### src/rtl/cam_frame_tx.sv
// Synthetic OV7670-style camera source: streams RGB555 pixels from a two-bank
// frame memory as vsync/href/byte data, high byte first.
module cam_frame_tx #(
    parameter int H_ACTIVE  = 64,
    parameter int V_ACTIVE  = 48,
    parameter int H_BLANK   = 16,
    parameter int VSYNC_CYC = 32,
    parameter int VBP_CYC   = 16,
    parameter int VFP_CYC   = 16,
    parameter int BANK_SIZE = 3072
) (
    input  logic        pclk,
    input  logic        rst,
    input  logic        en,
    input  logic        frame_sel,
    input  logic [14:0] rd_data,
    output logic [12:0] rd_addr,
    output logic        vsync,
    output logic        href,
    output logic [7:0]  cam_data,
    output logic        busy,
    output logic        frame_done
);

    typedef enum logic [2:0] {IDLE, VSYNC, VBP, LINE, HBLANK, VFP} state_t;

    localparam logic [7:0]  VSYNC_LAST  = 8'(VSYNC_CYC - 1);
    localparam logic [7:0]  VBP_LAST    = 8'(VBP_CYC - 1);
    localparam logic [7:0]  VBP_FETCH   = 8'(VBP_CYC - 2);
    localparam logic [7:0]  LINE_LAST   = 8'(2 * H_ACTIVE - 1);
    localparam logic [7:0]  LINE_FETCH  = 8'(2 * H_ACTIVE - 4);
    localparam logic [7:0]  HBL_LAST    = 8'(H_BLANK - 1);
    localparam logic [7:0]  HBL_FETCH   = 8'(H_BLANK - 2);
    localparam logic [7:0]  VFP_LAST    = 8'(VFP_CYC - 1);
    localparam logic [5:0]  ROW_LAST    = 6'(V_ACTIVE - 1);
    localparam logic [12:0] BANK_OFF    = 13'(BANK_SIZE);

    state_t      state, state_nxt;
    logic [7:0]  cnt, cnt_nxt;
    logic [5:0]  line, line_nxt;
    logic        bank, bank_nxt;
    logic        start;
    logic        fetch;
    logic [12:0] pidx;
    logic [7:0]  lo_p1;

    always_ff @(posedge pclk or negedge rst) begin
        if (!rst) state <= IDLE;
        else      state <= state_nxt;
    end

    always_comb begin
        state_nxt = state;
        cnt_nxt   = cnt + 8'd1;
        line_nxt  = line;
        bank_nxt  = bank;
        start     = 1'b0;
        case (state)
            IDLE: begin
                cnt_nxt = 8'd0;
                if (en) begin
                    state_nxt = VSYNC;
                    bank_nxt  = frame_sel;
                    start     = 1'b1;
                end
            end
            VSYNC: if (cnt == VSYNC_LAST) begin state_nxt = VBP;    cnt_nxt = 8'd0; end
            VBP:   if (cnt == VBP_LAST)   begin state_nxt = LINE;   cnt_nxt = 8'd0; end
            LINE:  if (cnt == LINE_LAST)  begin state_nxt = HBLANK; cnt_nxt = 8'd0; end
            HBLANK: begin
                if (cnt == HBL_LAST) begin
                    cnt_nxt = 8'd0;
                    if (line == ROW_LAST) begin
                        state_nxt = VFP;
                        line_nxt  = 6'd0;
                    end else begin
                        state_nxt = LINE;
                        line_nxt  = line + 6'd1;
                    end
                end
            end
            VFP: begin
                if (cnt == VFP_LAST) begin
                    cnt_nxt = 8'd0;
                    if (en) begin
                        state_nxt = VSYNC;
                        bank_nxt  = frame_sel;
                        start     = 1'b1;
                    end else begin
                        state_nxt = IDLE;
                    end
                end
            end
            default: begin
                state_nxt = IDLE;
                cnt_nxt   = 8'd0;
            end
        endcase
    end

    // Address for a pixel goes out two cycles before its high byte: the first
    // pixel of a line is fetched from the blanking tail, the rest every 2 cycles.
    always_comb begin
        fetch = 1'b0;
        if (state_nxt == VBP && cnt_nxt == VBP_FETCH)
            fetch = 1'b1;
        else if (state_nxt == HBLANK && cnt_nxt == HBL_FETCH && line_nxt != ROW_LAST)
            fetch = 1'b1;
        else if (state_nxt == LINE && !cnt_nxt[0] && cnt_nxt <= LINE_FETCH)
            fetch = 1'b1;
    end

    always_ff @(posedge pclk or negedge rst) begin
        if (!rst) begin
            cnt        <= 8'd0;
            line       <= 6'd0;
            bank       <= 1'b0;
            pidx       <= 13'd0;
            rd_addr    <= 13'd0;
            vsync      <= 1'b0;
            href       <= 1'b0;
            cam_data   <= 8'd0;
            busy       <= 1'b0;
            frame_done <= 1'b0;
        end else begin
            cnt        <= cnt_nxt;
            line       <= line_nxt;
            bank       <= bank_nxt;
            if (start) begin
                pidx <= 13'd0;
            end else if (fetch) begin
                pidx    <= pidx + 13'd1;
                rd_addr <= pidx + (bank ? BANK_OFF : 13'd0);
            end
            vsync      <= (state_nxt == VSYNC);
            href       <= (state_nxt == LINE);
            busy       <= (state_nxt != IDLE);
            frame_done <= (state_nxt == VFP) && (cnt_nxt == VFP_LAST);
            if (state_nxt == LINE)
                cam_data <= cnt_nxt[0] ? lo_p1 : {1'b0, rd_data[14:8]};
            else
                cam_data <= 8'd0;
        end
    end

    // Low byte is parked here while the high byte is on the bus.
    always_ff @(posedge pclk) begin
        if (state_nxt == LINE && !cnt_nxt[0])
            lo_p1 <= rd_data[7:0];
    end

endmodule

### config.mk
export PLATFORM = sky130hd
export DESIGN_NAME = cam_frame_tx
export DESIGN_NICKNAME = d
export VERILOG_FILES = /design/src/rtl/cam_frame_tx.sv
export SDC_FILE = /design/constraint.sdc
export NUM_CORES = 1
export LEC_CHECK = 0
export ABC_AREA = 0
export CELL_PAD_IN_SITES_DETAIL_PLACEMENT = 1
export CELL_PAD_IN_SITES_GLOBAL_PLACEMENT = 2
export CORE_MARGIN = 10
export CORE_UTILIZATION = 32
export CTS_CLUSTER_DIAMETER = 80
export DETAILED_ROUTE_END_ITERATION = 12
export GPL_ROUTABILITY_DRIVEN = 0
export GPL_TIMING_DRIVEN = 0
export PLACE_DENSITY_LB_ADDON = 0.1
export SLEW_MARGIN = 40
export SYNTH_ARGS = -nofsm -noshare
export SYNTH_HDL_FRONTEND = slang
export SYNTH_SLANG_ARGS = --single-unit
### constraint.sdc
create_clock -name pclk -period 3.25 [get_ports pclk]
set_input_delay 0.975 -clock pclk [delete_from_list [all_inputs] [get_ports pclk]]
set_output_delay 0.975 -clock pclk [all_outputs]
set_load 0.05 [all_outputs]
==> results of run 1 <==
[flip-flops by register name (all words and copies together) (netlist names)]
name and cells:
state 3, lo_p1 8, cnt 8, vsync 1
href 1, frame_done 1, cam_data 8, bank 1
pidx 13, line 6, rd_addr 13, busy 1
[kinds of logic (layout without fill, tap and decap cells)]
| family | Yosys count | in the layout | share of synthesized area [%] |
|---|---|---|---|
| fa+ha+maj | 5 | 5 | 2.15 |
| mux | 21 | 21 | 6.95 |
| xor+xnor | 7 | 7 | 1.88 |
| simple gates | 123 | 123 | 20.9 |
| buf+inv | 22 | 92 | 3.42 |
| flops | 64 | 64 | 50.3 |
| compound gates | 63 | 63 | 14.4 |
[per-layer routing]
| metal | up-vias | GRT usage (%) | wire length (µm) |
|---|---|---|---|
| li1 | 1250 | - | - |
| met1 | 1285 | 16.0 | 4130 |
| met2 | 40 | 19.5 | 4000 |
| met3 | 4 | 5.07 | 583 |
| met4 | 0 | 3.85 | 42 |
| met5 | - | 0 | 0 |
[worst min-delay path by stage]
| stage | startpoint | endpoint | slack (ns) | cells after the start |
|---|---|---|---|---|
| finish | lo_p1[7]$_DFFE_PP_ | cam_data[7]$_DFF_PN0_ | 0.49 | 1 |
| global route | lo_p1[7]$_DFFE_PP_ | cam_data[7]$_DFF_PN0_ | 0.51 | 1 |
| CTS | lo_p1[7]$_DFFE_PP_ | cam_data[7]$_DFF_PN0_ | 0.50 | 1 |
| detailed placement | lo_p1[7]$_DFFE_PP_ | cam_data[7]$_DFF_PN0_ | 0.48 | 1 |
| global placement | lo_p1[7]$_DFFE_PP_ | cam_data[7]$_DFF_PN0_ | 0.46 | 1 |
| floorplan | lo_p1[7]$_DFFE_PP_ | cam_data[7]$_DFF_PN0_ | 0.45 | 1 |
[Yosys cell counts, drive strengths merged (2+ instances only)]
cell    instances
a22oi           2
nand2b          8
mux2           13
mux2i           8
nand4b          2
o21ai          13
nor4            5
nand2          29
a211o           2
nor4b           2
o21a            2
and4            2
xor2            4
nor2b           2
a221o           8
edfxtp          8
nor2           28
a21oi          14
or2             4
nand3          14
xnor2           3
a21o            3
nand4           6
buf             7
clkbuf          7
ha              4
nor3            6
dfrtp          56
o22ai           2
a211oi          2
inv             8
and2            2
o211ai          2
and3            7
[placed cells by master, fill, tap and decap left out, drive strengths merged, types with 8 or more instances in the layout]
master and instances:
dfrtp 56, clkdlybuf4s50 42, nand2 29, nor2 28, buf 19, clkbuf 16
nand3 14, a21oi 14, o21ai 13, mux2 13, inv 8, nand2b 8
mux2i 8, a221o 8, edfxtp 8
[area by class of cell]
cell class	instances	area [µm²]	area share [%]
plain buffers	14	88.8	2.11
clock buffers	9	124	2.94
clock inverters	7	72.6	1.72
inverters	8	30.0	0.713
multi-input cells	219	1560	37.1
flip-flops and latches	64	1640	39.0
well taps	133	166	3.95
repair buffers	54	523	12.4
[stage by stage]
step | util, % | power, mW | cells | setup slack, ns | instance area [µm²]
2_1_floorplan | - | 2.75 | 305 | 0.105 | 3260
3_3_place_gp | 39.1 | 3.36 | 481 | -0.773 | 3860
3_5_place_dp | 39.3 | 3.41 | 482 | -0.416 | 3870
4_1_cts | 41.9 | 4.20 | 500 | 0.0289 | 4130
5_1_grt | 42.7 | 4.55 | 508 | 0.00551 | 4210
6_report | 42.7 | 4.22 | 508 | 0.102 | 4210
[what timing repair did]
action	CTS	global route
pin swaps	1	3
resized for setup	10	7
endpoints found under the setup margin	34	21
setup buffers	2	8
[power by group]
part	internal [mW]	total (mW)	switching (mW)
combinational	0.886	2.21	1.32
clock	0.354	0.690	0.336
sequential	1.11	1.32	0.208
==> impl_results.md, run 1 <==
* Status: finished clean
* Fillers at 1,086
* Cell family with most CP delay: simple AND/OR/NAND/NOR gates
* Distinct cell type count after synthesis at 62
* Top FF cell, synth: dfrtp_1
* Max Cap Viol at 0
* Core area at 9860 µm²
* Port Buf Inserts at 43
* Syn Area/Cell at 10.7 µm²
* Syn Inst Count at approximately 310
* Vias in the first global route at 2,817
* DR iter-0 viols at 51
* Pwr/cell area at 1000 nW/µm²
* Final Hold Viols at 0
* Sinks on Clock Net at 64
* Aggregate global-route resource usage at 12.7%
* Worst EP required at 3.47 ns
* Maximum VDD drop at between 0.3 and 0.4 mV
* Yosys top cell by area: dfrtp_1
* Min-delay worst type: flip-flop to flip-flop
* Asr flop ratio synth at 87.5%
* Worst slew pin tran at 0.702 ns
* CP most frequent cell: buf_6
* Worst Path Max Fanout at 10
* Congestion Overflow GR at 0
* Share of the synthesized area in the top cell type at 43.0%
* WS Path Type: flip-flop to flip-flop
* Setup TNS at 0 ns
* Clock Latency Late Sink at 0.34 ns
* Cts bufs inserted at 9
* EDFF count, synth at 8
* CP endpoint: pidx[5]$_DFFE_PN0P_
* Htree depth at 3
* Via density at 5.08
* Via count at 2,579
* CP arrival at 3.36 ns
* First-pass GRT wire length at around 15,000 µm
* RSZ-0062 raised after global routing: no
* Top Ports at 44
* Starting Density at 33.1%
* Post-synthesis net count at roughly 330
* Final Cycle Share at 96.9%
* TritonCTS clock tree: built
* WL per Instance at ~17 µm
* Setup Skew at roughly 0.012 ns
* Worst slew margin at 52.7%
* Worst setup SP type: flip-flop
* Die Wd at 121 µm
* Max Root-Sink Buffers at 2
* Synth Register Bits at 64
* DRT antenna net count at 0
* Crit-path cells: ha_4 -> or4b_4 -> buf_6 -> or4_4 -> o211ai_4 -> o221a_4 -> nand4_4 -> and3_4 -> buf_6 -> a221o_1
* Max Slew Vio Count at 0
* Post-synthesis cell area at around 3300 µm²
* Die Y at 121 µm
* Worst Path Buf+Inv at 2
* Crit path depth at 10
* Root buffer cell: clkbuf_8
* Critical Path End Type: flip-flop
* Final setup fails at 0
* Initial antenna violation count at 0
* Synth warn at 0
* Hold_ws at 0.490 ns
* Tmin final at 3.15 ns
* Sequential share of the synthesized area at approximately half
* Worst path slowest cell: or4b_4
* Die area at 14,600 µm²
* Layout cells sized above 1 at 18.9%
* Clock transition at path regs at 0.08 ns
* Worst path max stage delay at 0.46 ns
* Detailed Routing Iterations Pass 1 at 4
* Crit. Startpoint: cnt[1]$_DFF_PN0_
* Max Fclk at 318 MHz
* Final nets at 394
* Ranking of synthesized cells by area: dfrtp_1 43%, edfxtp_1 7.4%, mux2_2 4.5%
* Routed WL at approximately 8800 µm
* R2R Path Start: cnt[1]$_DFF_PN0_
* R2r worst-path depth at 10
* Largest net degree at the start of global routing at 36
* R2R Path End: pidx[5]$_DFFE_PN0P_
* Row cnt at 36
* Synthesis-to-layout area growth at 29.1%
* N_diodes at 0
* Reg2Reg Setup Slack at 0.10 ns
* DRC at 0
* Hold Buf Count CTS at 0
* DP Wirelength at 6380 µm
* Leak Pwr at 1.77 nW
Note: power is estimated with default switching activity, not from simulation.
==> run 2: changes to the inputs <==
- SETUP_SLACK_MARGIN: not set -> 0.4
==> impl_results.md, run 2 (same netlist as run 1, synthesis figures left out) <==
* Status: finished clean
* Htree depth at 3
* Combinational share of power at 57.2%
* Routed WL at between 9000 and 10,000 µm
* Final Cycle Share at 93.2%
* Die Y at 121 µm
* Root buffer cell: clkbuf_8
* WL per Instance at 17.6 µm
* R2R Path End: pidx[11]$_DFFE_PN0P_
* Design Power at 4.85 mW
* Congestion Overflow GR at 0
* Max Slew Vio Count at 0
* Clk pwr share at 15.5%
* Final nets at just over 400
* Row cnt at 36
* Via density at 5.08
* N_diodes at 0
* Clock transition at path regs at 0.07 ns
* Metal3 WL at ~700 µm
* Pwr/cell area at 1060 nW/µm²
* R2r worst-path depth at 10
* RSZ-0062 raised after global routing: yes
* Hold path startpoint: lo_p1[7]$_DFFE_PP_
* Clock Latency Late Sink at 0.35 ns
* Worst slew margin at a little over half
* Sequential Power Share at a little over a quarter
* Die area at 14,600 µm²
* Switching Fraction at just over 40%
* Multi-input logic area at 1650 µm²
* Die Wd at 121 µm
* Port Buf Inserts at 43
* Largest net degree at the start of global routing at 36
* WL met2 at 4080 µm
* Aggregate global-route resource usage at approximately an eighth
* Register area at 1640 µm²
* WS Path Type: flip-flop to flip-flop
* Core area at 9860 µm²
* R2R Path Start: cnt[0]$_DFF_PN0_
* DRT antenna net count at 0
* Synthesis-to-layout area growth at 40.4%
* First-pass GRT wire length at around 15,000 µm
* DR iter-0 viols at 116
* P_sw at approximately 2 mW
* Vias in the first global route at approximately 2.8k
* Max Fclk at 330 MHz
* Max Cap Viol at 0
* Final setup fails at 0
* Met1 WL at 4390 µm
* Detailed Routing Iterations Pass 1 at 4
* Worst slew pin tran at 0.672 ns
* Final Hold Viols at 0
* Leak Pwr at ~2 nW
* Worst Path Max Fanout at 7
* Initial antenna violation count at 0
* Commonest non-fill, non-tap cell in the layout: dfrtp_1
* TritonCTS clock tree: built
* Commonest cells after routing, fill and taps aside: 55 x dfrtp_1, 42 x clkdlybuf4s50_1, 28 x nand2_1
* Top Ports at 44
* Worst setup SP type: flip-flop
* Fillers at 1,084
* Sinks on Clock Net at 64
* Hold Path Sink: cam_data[7]$_DFF_PN0_
* Post-layout util at 46.4%
* Setup TNS at 0 ns
* DRC at 0
* Starting Density at 33.1%
* Hold path depth at 1
* CP arrival at roughly 3.3 ns
* Via count at 2,684
* Reg2Reg Setup Slack at 0.22 ns
* Worst EP required at 3.47 ns
* Hold Buf Count CTS at 0
* Setup Skew at 0.0109 ns
* Cts bufs inserted at 9
* Min-delay worst type: flip-flop to flip-flop
* Internal at roughly 2.8 mW
* DP Wirelength at approximately 6100 µm
* Tmin final at just over 3 ns
* Max Root-Sink Buffers at 2
* Top Registers: pidx: 13 flops, rd_addr: 13 flops
* Top Layer Used: met4
* Critical Path End Type: flip-flop
* Layout cells sized above 1 at 24.3%
* Maximum VDD drop at 0.490 mV
==> run 2: worst max-delay path, cell delays in order (launching register included) <==
cell      delay (ns)
dfrtp_2         0.42
ha_4            0.15
or4b_4          0.46
buf_8           0.15
or4_4           0.46
o211ai_4        0.19
o221a_4         0.22
nand4_4         0.13
and3_4          0.25
buf_8           0.13
a221o_1         0.34
==> run 2: per-stage QoR <==
stage / hold slack (ns) / cell area [µm²] / cells / setup WS (ns)
finish: 0.489 / 4580 / 528 / 0.221
global route: 0.514 / 4580 / 528 / 0.145
CTS: 0.505 / 4430 / 519 / 0.154
detailed placement: 0.479 / 3890 / 482 / -0.351
global placement: 0.456 / 3870 / 481 / -1.02
floorplan: 0.451 / 3280 / 305 / 0.247
==> run 2: final cells by class <==
cell class | instances | share of cell area [%]
Timing Repair Buffer | 74 | 16.5
Tap cell | 133 | 3.64
Multi-Input combinational cell | 219 | 35.9
Inverter | 8 | 0.656
Buffer | 14 | 2.76
Clock inverter | 6 | 1.83
Sequential cell | 64 | 35.9
Clock buffer | 10 | 2.79
==> run 2: worst max-delay path by stage <==
stage	from	end	slack (ns)	cells past startpoint
floorplan	cnt[0]$_DFF_PN0_	pidx[11]$_DFFE_PN0P_	0.25	10
global placement	rst	cnt[0]$_DFF_PN0_	-1.02	1
detailed placement	state[0]$_DFF_PN0_	pidx[11]$_DFFE_PN0P_	-0.35	9
CTS	cnt[0]$_DFF_PN0_	pidx[6]$_DFFE_PN0P_	0.15	10
global route	cnt[0]$_DFF_PN0_	pidx[6]$_DFFE_PN0P_	0.14	10
finish	cnt[0]$_DFF_PN0_	pidx[11]$_DFFE_PN0P_	0.22	10
==> run 2: timing repair <==
| item | 4_1_cts | 5_1_grt |
|---|---|---|
| endpoints found under the setup margin | 34 | 34 |
| gates resized for setup | 33 | 17 |
| hold endpoints to repair | 0 | 0 |
| cloned | 1 | 1 |
| buffers inserted | 20 | 8 |
| pin swaps | 5 | 12 |
==> run 2: power groups by stage <==
stage                     Clock, mW  Sequential, mW  Combinational (mW)
after global routing          0.811            1.37                3.00
final                         0.749            1.33                2.77
after detailed placement          0            1.34                2.09
after global placement            0            1.33                2.06
after floorplan                   0            1.72                1.05
after CTS                     0.780            1.33                2.56
==> run 2: metal layers <==
layer,up-vias,track usage [%]
met5,-,0
met4,0,4.45
met3,8,5.68
met2,63,19.0
met1,1322,17.1
li1,1291,-
==> run 3: changes to the inputs <==
- CORE_UTILIZATION: 32 -> 33
- CTS_BUF_LIST: not set -> sky130_fd_sc_hd__clkbuf_4 sky130_fd_sc_hd__clkbuf_8
==> impl_results.md, run 3 (same netlist as run 1, synthesis figures left out) <==
* Min-delay worst type: flip-flop to flip-flop
* Leak Pwr at 1.86 nW
* Max Slew Vio Count at 0
* CP arrival at 3.27 ns
* Switching Fraction at 42.7%
* Aggregate global-route resource usage at between 10% and 20%
* Internal at ~2.5 mW
* Crit-path cells: ha_4 -> or4b_4 -> buf_6 -> or4_4 -> o211ai_4 -> o221a_4 -> nand4_4 -> and3_4 -> buf_16 -> a221o_1
* Detailed Routing Iterations Pass 1 at 4
* Starting Density at 33.7%
* Via density at between 5 and 6
* Die area at ~14,000 µm²
* Vias in the first global route at 2,728
* Hold_ws at about 0.48 ns
* Setup TNS at 0 ns
* Worst setup SP type: flip-flop
* Worst path max stage delay at 0.51 ns
* Row cnt at 36
* Max Cap Viol at 0
* Worst slew margin at between 40% and 50%
* Sequential Power Share at between 30% and 40%
* TritonCTS clock tree: built
* Root buffer cell: clkbuf_8
* Worst Path Buf+Inv at 2
* Combinational share of power at between 50% and 60%
* Final Cycle Share at 93.9%
* Largest net degree at the start of global routing at 36
* Post-DP Area at approximately 3900 µm²
* WL per Instance at 16.5 µm
* Initial antenna violation count at 0
* P_sw at 1.87 mW
* Status: finished clean
* Tmin final at 3.05 ns
* DR iter-0 viols at 93
* DRT antenna net count at 0
* DRC at 0
* Congestion Overflow GR at 0
* Post-route cell area at 4360 µm²
* Via count at 2,632
* Cts bufs inserted at 9
* Core area at approximately 9700 µm²
* First-pass GRT wire length at ~14,000 µm
* Worst EP required at 3.47 ns
* Setup Skew at 0.0116 ns
* Clock Latency Late Sink at 0.34 ns
* Max Fclk at 328 MHz
* DP Wirelength at between 6000 and 7000 µm
* Max Root-Sink Buffers at 2
* Top Registers: pidx: 13 flops, rd_addr: 13 flops
* Die Wd at 119 µm
* Final Hold Viols at 0
* Synthesis-to-layout area growth at 33.7%
* N_diodes at 0
* Layout cells sized above 1 at 22.2%
* Die Y at 119 µm
* Slack of the critical path at 0.200 ns
* Htree depth at 3
* Worst Path Max Fanout at 5
* Pre-CTS setup slack at -0.352 ns
* Clk pwr share at 16.1%
* Commonest cells after routing, fill and taps aside: 55 x dfrtp_1, 42 x clkdlybuf4s50_1, 28 x nand2_1
* Post-layout util at 45.0%
* Top Ports at 44
* Port Buf Inserts at 43
* RSZ-0062 raised after global routing: yes
* Sinks on Clock Net at 64
* Worst slew pin tran at 0.825 ns
* Pwr/cell area at 1010 nW/µm²
* Critical Path End Type: flip-flop
* WS Path Type: flip-flop to flip-flop
* Clock transition at path regs at 0.07 ns
* Worst path slowest cell: or4_4
* Final nets at 406
* Commonest non-fill, non-tap cell in the layout: dfrtp_1
* Routed WL at around 8600 µm
* Maximum VDD drop at 0.506 mV
* Final setup fails at 0
* Cell family with most CP delay: simple AND/OR/NAND/NOR gates
## run 3: changes by cell type in the layout (fill, tap and decap cells not counted), moves of 2 or more
cell / before / now
nor2_2: 2 / 0
buf_4: 22 / 19
buf_8: 4 / 1
buf_12: 3 / 1
mux2_2: 1 / 12
buf_2: 0 / 2
mux2_4: 12 / 1
nor2_1: 25 / 27
## run 3: repair_timing
item / in CTS / in global routing
endpoints found under the setup margin: 34 / 34
cloned: 2 / 0
endpoints found under the hold margin: 0 / 0
pin swaps: 14 / 10
hold buffers: 0 / 0
buffers inserted: 12 / 8
gates resized for setup: 20 / 3
## run 3: worst paths after layout
path,startpoint,endpoint,slack [ns],cells past startpoint
max,cnt[0]$_DFF_PN0_,pidx[5]$_DFFE_PN0P_,0.20,10
min,lo_p1[7]$_DFFE_PP_,cam_data[7]$_DFF_PN0_,0.48,1
max reg2reg,cnt[0]$_DFF_PN0_,pidx[5]$_DFFE_PN0P_,0.20,10
min reg2reg,lo_p1[7]$_DFFE_PP_,cam_data[7]$_DFF_PN0_,0.48,1
max in group asynchronous,rst,rd_addr[1]$_DFFE_PN0P_,2.24,2
min in group asynchronous,rst,frame_done$_DFF_PN0_,0.52,1
## run 3: metal layers
metal / track usage [%] / up-vias / routed length, µm
li1: - / 1273 / -
met2: 18.5 / 47 / 3810
met5: 0 / - / 0
met4: 4.30 / 0 / 100
met3: 4.58 / 9 / 569
met1: 16.3 / 1303 / 4110
## run 3: power groups by stage
stage	sequential [mW]	combinational, mW	clock, mW
after floorplan	1.72	1.05	0
after global placement	1.33	2.05	0
after detailed placement	1.35	2.07	0
after CTS	1.33	2.32	0.731
after global routing	1.37	2.56	0.769
final	1.32	2.36	0.706
## run 3: through the flow
step           cells  power (mW)
5_1_grt          520        4.70
6_report         520        4.39
2_1_floorplan    305        2.77
3_3_place_gp     481        3.38
3_5_place_dp     482        3.41
4_1_cts          512        4.38
## run 3: final cells by class
type	count	area [µm²]
Clock buffer	11	145
Inverter	8	30.0
Clock inverter	5	56.3
Buffer	14	109
Timing Repair Buffer	66	638
Fill cell	1074	5330
Multi-Input combinational cell	219	1570
Tap cell	133	166
Sequential cell	64	1640
